File: src/rtl/muldiv_pkg.sv
// Shared types for the HI/LO multicycle sequencer: op codes, FSM states,
// arithmetic unit indices and the op-to-unit decode.
package muldiv_pkg;

  typedef enum logic [2:0] {
    OpNop   = 3'd0,
    OpMult  = 3'd1,
    OpMultu = 3'd2,
    OpDiv   = 3'd3,
    OpDivu  = 3'd4,
    OpMthi  = 3'd5,
    OpMtlo  = 3'd6
  } op_e;

  typedef enum logic [1:0] {
    StIdle,
    StIssue,
    StWait,
    StCommit
  } state_e;

  localparam logic [1:0] UnitMult  = 2'd0;
  localparam logic [1:0] UnitMultu = 2'd1;
  localparam logic [1:0] UnitDiv   = 2'd2;
  localparam logic [1:0] UnitDivu  = 2'd3;

  typedef struct packed {
    logic       valid;
    logic       is_div;
    logic [1:0] sel;
  } unit_dec_t;

  function automatic unit_dec_t decode_unit(op_e op);
    unit_dec_t d;
    d = '0;
    unique case (op)
      OpMult:  begin d.valid = 1'b1; d.sel = UnitMult;  end
      OpMultu: begin d.valid = 1'b1; d.sel = UnitMultu; end
      OpDiv:   begin d.valid = 1'b1; d.is_div = 1'b1; d.sel = UnitDiv;  end
      OpDivu:  begin d.valid = 1'b1; d.is_div = 1'b1; d.sel = UnitDivu; end
      default: d = '0;
    endcase
    return d;
  endfunction

endpackage

File: src/rtl/muldiv_sequencer_if.sv
// Controller-facing request/status signals plus the arithmetic unit
// start/result bus; slave is the sequencer, master is controller and units.
interface muldiv_sequencer_if;
  logic        req;
  logic [2:0]  op;
  logic [31:0] rs;
  logic [31:0] rt;
  logic        busy;
  logic        done;
  logic        dz;
  logic        timeout;
  logic [31:0] hi;
  logic [31:0] lo;
  logic [3:0]  unit_start;
  logic [1:0]  unit_sel;
  logic [31:0] unit_a;
  logic [31:0] unit_b;
  logic [3:0]  unit_done;
  logic [31:0] unit_hi;
  logic [31:0] unit_lo;

  modport master (
    output req, op, rs, rt, unit_done, unit_hi, unit_lo,
    input  busy, done, dz, timeout, hi, lo, unit_start, unit_sel, unit_a, unit_b
  );

  modport slave (
    input  req, op, rs, rt, unit_done, unit_hi, unit_lo,
    output busy, done, dz, timeout, hi, lo, unit_start, unit_sel, unit_a, unit_b
  );
endinterface

File: src/rtl/muldiv_sequencer.sv
// Starts one multiply/divide unit per request, waits for its completion or a
// timeout, and commits the 64-bit result into the architectural HI/LO pair.
module muldiv_sequencer
  import muldiv_pkg::*;
#(
  parameter int unsigned TIMEOUT = 64
) (
  input logic               clk,
  input logic               reset,
  muldiv_sequencer_if.slave bus
);

  state_e      state_q, state_d;
  logic [7:0]  cnt_q, cnt_d;
  logic [31:0] hi_q, hi_d, lo_q, lo_d;
  logic [31:0] a_q, a_d, b_q, b_d;
  logic [1:0]  sel_q, sel_d;
  logic        dz_q, dz_d, to_q, to_d;

  op_e       op;
  unit_dec_t dec;
  logic      busy, accept, is_mt, div_zero, unit_hit, expire;

  assign op       = op_e'(bus.op);
  assign dec      = decode_unit(op);
  assign busy     = (state_q == StIssue) || (state_q == StWait);
  // COMMIT is not busy, so a back-to-back request is taken there as in IDLE
  assign accept   = bus.req && !busy;
  assign is_mt    = (op == OpMthi) || (op == OpMtlo);
  assign div_zero = dec.valid && dec.is_div && (bus.rt == '0);
  assign unit_hit = bus.unit_done[sel_q];
  assign expire   = (cnt_q == 8'(TIMEOUT - 1));

  always_ff @(posedge clk) begin
    if (reset) begin
      state_q <= StIdle;
    end else begin
      state_q <= state_d;
    end
  end

  always_comb begin
    state_d = state_q;
    unique case (state_q)
      StIdle, StCommit: begin
        state_d = StIdle;
        if (accept) begin
          if (is_mt || div_zero) begin
            state_d = StCommit;
          end else if (dec.valid) begin
            state_d = StIssue;
          end
        end
      end
      StIssue: state_d = StWait;
      StWait: begin
        if (unit_hit || expire) state_d = StCommit;
      end
      default: state_d = StIdle;
    endcase
  end

  always_comb begin
    bus.busy       = busy;
    bus.done       = (state_q == StCommit);
    bus.unit_start = '0;
    if (state_q == StIssue) bus.unit_start[sel_q] = 1'b1;
  end

  always_comb begin
    hi_d  = hi_q;
    lo_d  = lo_q;
    a_d   = a_q;
    b_d   = b_q;
    sel_d = sel_q;
    dz_d  = dz_q;
    to_d  = to_q;
    cnt_d = '0;
    if (accept && (is_mt || dec.valid)) begin
      dz_d = 1'b0;
      to_d = 1'b0;
      if (op == OpMthi) hi_d = bus.rs;
      if (op == OpMtlo) lo_d = bus.rs;
      if (dec.valid) begin
        a_d   = bus.rs;
        b_d   = bus.rt;
        sel_d = dec.sel;
        dz_d  = div_zero;
      end
    end
    if (state_q == StWait) begin
      cnt_d = cnt_q + 8'd1;
      // completion beats a simultaneous expiry
      if (unit_hit) begin
        hi_d = bus.unit_hi;
        lo_d = bus.unit_lo;
      end else if (expire) begin
        to_d = 1'b1;
      end
    end
  end

  always_ff @(posedge clk) begin
    if (reset) begin
      cnt_q <= '0;
      hi_q  <= '0;
      lo_q  <= '0;
      a_q   <= '0;
      b_q   <= '0;
      sel_q <= '0;
      dz_q  <= 1'b0;
      to_q  <= 1'b0;
    end else begin
      cnt_q <= cnt_d;
      hi_q  <= hi_d;
      lo_q  <= lo_d;
      a_q   <= a_d;
      b_q   <= b_d;
      sel_q <= sel_d;
      dz_q  <= dz_d;
      to_q  <= to_d;
    end
  end

  assign bus.hi       = hi_q;
  assign bus.lo       = lo_q;
  assign bus.unit_a   = a_q;
  assign bus.unit_b   = b_q;
  assign bus.unit_sel = sel_q;
  assign bus.dz       = dz_q;
  assign bus.timeout  = to_q;

endmodule

File: src/flat_wrapper.sv
// flat-port wrapper written by rule: the top's interface ports become plain ports
module muldiv_sequencer_flat import muldiv_pkg::*;
#(
  parameter int unsigned TIMEOUT = 64
)
  (clk, reset, bus_req, bus_op, bus_rs, bus_rt, bus_unit_done, bus_unit_hi, bus_unit_lo, bus_busy, bus_done, bus_dz, bus_timeout, bus_hi, bus_lo, bus_unit_start, bus_unit_sel, bus_unit_a, bus_unit_b);
  muldiv_sequencer_if bus_i ();
  input logic clk;
  input logic reset;
  input wire logic [$bits(bus_i.req)-1:0] bus_req;
  input wire logic [$bits(bus_i.op)-1:0] bus_op;
  input wire logic [$bits(bus_i.rs)-1:0] bus_rs;
  input wire logic [$bits(bus_i.rt)-1:0] bus_rt;
  input wire logic [$bits(bus_i.unit_done)-1:0] bus_unit_done;
  input wire logic [$bits(bus_i.unit_hi)-1:0] bus_unit_hi;
  input wire logic [$bits(bus_i.unit_lo)-1:0] bus_unit_lo;
  output wire logic [$bits(bus_i.busy)-1:0] bus_busy;
  output wire logic [$bits(bus_i.done)-1:0] bus_done;
  output wire logic [$bits(bus_i.dz)-1:0] bus_dz;
  output wire logic [$bits(bus_i.timeout)-1:0] bus_timeout;
  output wire logic [$bits(bus_i.hi)-1:0] bus_hi;
  output wire logic [$bits(bus_i.lo)-1:0] bus_lo;
  output wire logic [$bits(bus_i.unit_start)-1:0] bus_unit_start;
  output wire logic [$bits(bus_i.unit_sel)-1:0] bus_unit_sel;
  output wire logic [$bits(bus_i.unit_a)-1:0] bus_unit_a;
  output wire logic [$bits(bus_i.unit_b)-1:0] bus_unit_b;
  assign bus_i.req = bus_req;
  assign bus_i.op = bus_op;
  assign bus_i.rs = bus_rs;
  assign bus_i.rt = bus_rt;
  assign bus_i.unit_done = bus_unit_done;
  assign bus_i.unit_hi = bus_unit_hi;
  assign bus_i.unit_lo = bus_unit_lo;
  assign bus_busy = bus_i.busy;
  assign bus_done = bus_i.done;
  assign bus_dz = bus_i.dz;
  assign bus_timeout = bus_i.timeout;
  assign bus_hi = bus_i.hi;
  assign bus_lo = bus_i.lo;
  assign bus_unit_start = bus_i.unit_start;
  assign bus_unit_sel = bus_i.unit_sel;
  assign bus_unit_a = bus_i.unit_a;
  assign bus_unit_b = bus_i.unit_b;
  muldiv_sequencer #(.TIMEOUT(TIMEOUT)) u_core (.clk(clk), .reset(reset), .bus(bus_i));
endmodule
File: config.mk
export PLATFORM = sky130hd
export DESIGN_NAME = muldiv_sequencer_flat
export DESIGN_NICKNAME = d
export VERILOG_FILES = /design/src/rtl/muldiv_pkg.sv /design/src/rtl/muldiv_sequencer_if.sv /design/src/rtl/muldiv_sequencer.sv /design/src/flat_wrapper.sv
export SDC_FILE = /design/constraint.sdc
export NUM_CORES = 1
export LEC_CHECK = 0
export BUFFER_PORTS_ARGS = -buffer_cell sky130_fd_sc_hd__buf_4
export CORE_MARGIN = 2
export CORE_UTILIZATION = 50
export DETAILED_ROUTE_END_ITERATION = 16
export GPL_ROUTABILITY_DRIVEN = 0
export PLACE_DENSITY = 0.84
export REMOVE_ABC_BUFFERS = 1
export SKIP_LAST_GASP = 1
export SYNTH_ARGS = -nofsm -noshare
export SYNTH_HDL_FRONTEND = slang
export SYNTH_SLANG_ARGS = --single-unit
File: constraint.sdc
create_clock -name clk -period 3.6 [get_ports clk]
set_input_delay 0.18 -clock clk [delete_from_list [all_inputs] [get_ports clk]]
set_output_delay 0.18 -clock clk [all_outputs]
set_load 0.005 [all_outputs]
==> metrics <==
Max clock buf depth=2; die footprint=13400 sq um; Crit Path Category=flop to flop; Min-Delay Path Class=input port to flop; mux share of post-synthesis cell area=0.113; DRC viols=0; Vias/cell=5.25; setup ws final=1.13 ns; crit path buf inv count=2; FF+latch count, synth=142; Slowest-stage cell, CP=or3b_2; crit-path most repeated cell=nand2_1; Slew headroom=0.553; DR vias=5781; TritonRoute pass-1 iters=4; H-tree depth=4; P_leak=0.00371 uW; HPWL after detailed placement=13100 microns; fin nets=1063; Synth Area in Simple Gates=0.160; Worst VDD drop=420 uV; antenna violations before repair=0; Synth Area per Inst=9.28 sq um; Initial Util=0.515; Root Buffer=clkbuf_16; status=finished, final reports clean; Sink Count=142; number of synthesized flops with an enable pin=0; Crit path max-delay family=simple AND/OR/NAND/NOR gates; Compound-Gate Fraction of Synth Area=0.192; wire length of the first global-routing pass=28700 microns; largest family of logic cells by synthesized area=compound AO/OA/AOI/OAI gates; CP Cell Sequence=inv_1 > ha_1 > nand2_1 > or3b_2 > buf_4 > nand2_1 > a21oi_1; antenna fix cells=0; Wirelength per Cell=16.9 microns; commonest non-fill, non-tap cell in the layout=buf_4; slowest cell delay on critical path=0.79 ns; Ports=276; Mapped Cells=672; ratio of cells with drive above 1 in the final layout=0.408; Starting DRT DRC Count=346; Worst Setup End Kind=flop; grt total ovfl=0; total track usage=0.280; post-route ant nets=0; pre-CTS setup slack=1.16 ns; Yosys warnings=0; WP data arrival=2.75 ns; adder-cell share of the synthesized area=0.00803; post-synth cell types=36; Setup violations, final=0; max-cap viol count=0; r2r setup slk=1.13 ns; Pins Over Slew Limit=0; number of global-route vias before repair=5730; core area=12100 sq um; Power, Total=5810 uW; CTS Hold Bufs=0; largest net degree at the start of global routing=64; Cell Area, Synth=6230 sq um; minimum hold slack=0.0133 ns; clk slew on worst S/H paths=0.06 ns; min cycle time layout=2.47 ns; crit share post-route=0.687; Post-Place Cells=1070; fin cells=1102; Util after Layout=0.742; Area growth, synth to finish=44.1%; setup repair bufs after CTS=0; row count=40; pwr dens=646 nW/um^2; total CTS buffers=17; Final Hold Vio Count=0; Synth Flop Type=dfxtp_1; post-route clock skew=0.00479 ns; Slew @ Worst Pin=0.670 ns; PortBufs=275; RSZ-0062 raised after global routing=no; clk_lat worst skew=0.42 ns; sequential-to-total area share from yosys stat=0.456; final wirelength=18700 microns; Die X=116 microns; critical path startpoint category=flop; Crit path required time=3.87 ns; Post-CTS Resized=0; Max Freq=404 MHz; Synth Area in XOR/XNOR=0.00843; Die Y=116 microns; worst-path fanout max=35; CTS tree=built; commonest cells after routing, fill and taps aside=buf_4, dfxtp_1, nand2_1; ys async rst share=0
==> cells in the mapped netlist (5+ instances only) <==
master | number | area [sq um]
buf_4 | 14 | 105
a211oi_2 | 56 | 701
buf_8 | 6 | 90.1
a211oi_1 | 9 | 67.6
nand3_1 | 6 | 30.0
a21oi_1 | 68 | 340
nor4_1 | 9 | 56.3
clkbuf_1 | 16 | 60.1
mux2i_1 | 66 | 661
nand2_1 | 136 | 510
dfxtp_1 | 142 | 2840
buf_2 | 17 | 85.1
nor2_1 | 75 | 282
inv_1 | 5 | 18.8
nor3b_1 | 5 | 37.5
==> state kept, by name (all words and copies together), names as in the netlist, 2 cells and up <==
signal	count
u_core.cnt_q	8
u_core.state_q	2
u_core.bus.lo	32
u_core.bus.unit_a	32
u_core.bus.unit_b	32
u_core.bus.unit_sel	2
u_core.bus.hi	32
==> final timing paths <==
| check | end | from | depth (start not counted) |
|---|---|---|---|
| setup / recovery | u_core.bus.unit_b[5] | u_core.state_q[0] | 7 |
| setup reg to reg | u_core.bus.unit_b[5] | u_core.state_q[0] | 7 |
| hold / removal | u_core.bus.unit_b[31] | bus_rt[31] | 3 |
| hold reg to reg | u_core.bus.unit_b[3] | u_core.bus.unit_b[3] | 2 |
==> routing by layer <==
metal  vias up  track usage  wire [microns]
met2       214        0.488            9390
met5         -            0               0
met3        35        0.120            1770
met1      2710        0.305            7070
li1       2822            -               -
met4         0        0.103             426
==> layout make-up <==
type	count	area (sq um)
sequential	142	2840
clock inverter	11	234
timing repair buffer	286	2180
tap	168	210
multi-input combinational	469	3030
fill	895	3130
clock buffer	21	470
inverter	5	18.8
==> per-stage QoR <==
step	cell area, sq um	TNS (ns)
after floorplan	5860	-157.01
after global placement	8280	0
after detailed placement	8280	0
after CTS	8990	0
after global routing	8990	0
final	8990	0
==> worst register-to-register path, stage by stage (launching register included) <==
cell and delay [ns]:
dfxtp_1 0.39, inv_1 0.07, ha_1 0.35, nand2_1 0.14
or3b_2 0.79, buf_4 0.40, nand2_1 0.14, a21oi_1 0.07
==> cell families (layout without fill, tap and decap cells) <==
logic type,Yosys count,count (layout)
flops,142,142
xor+xnor,6,6
buf+inv,61,323
compound gates,146,146
simple gates,244,244
mux,69,69
fa+ha+maj,4,4
==> where the power goes <==
group          internal [uW]  switching [uW]
logic                    839             853
registers               1870             167
clock network           1420             657
Power figures use the tool's default switching activity.
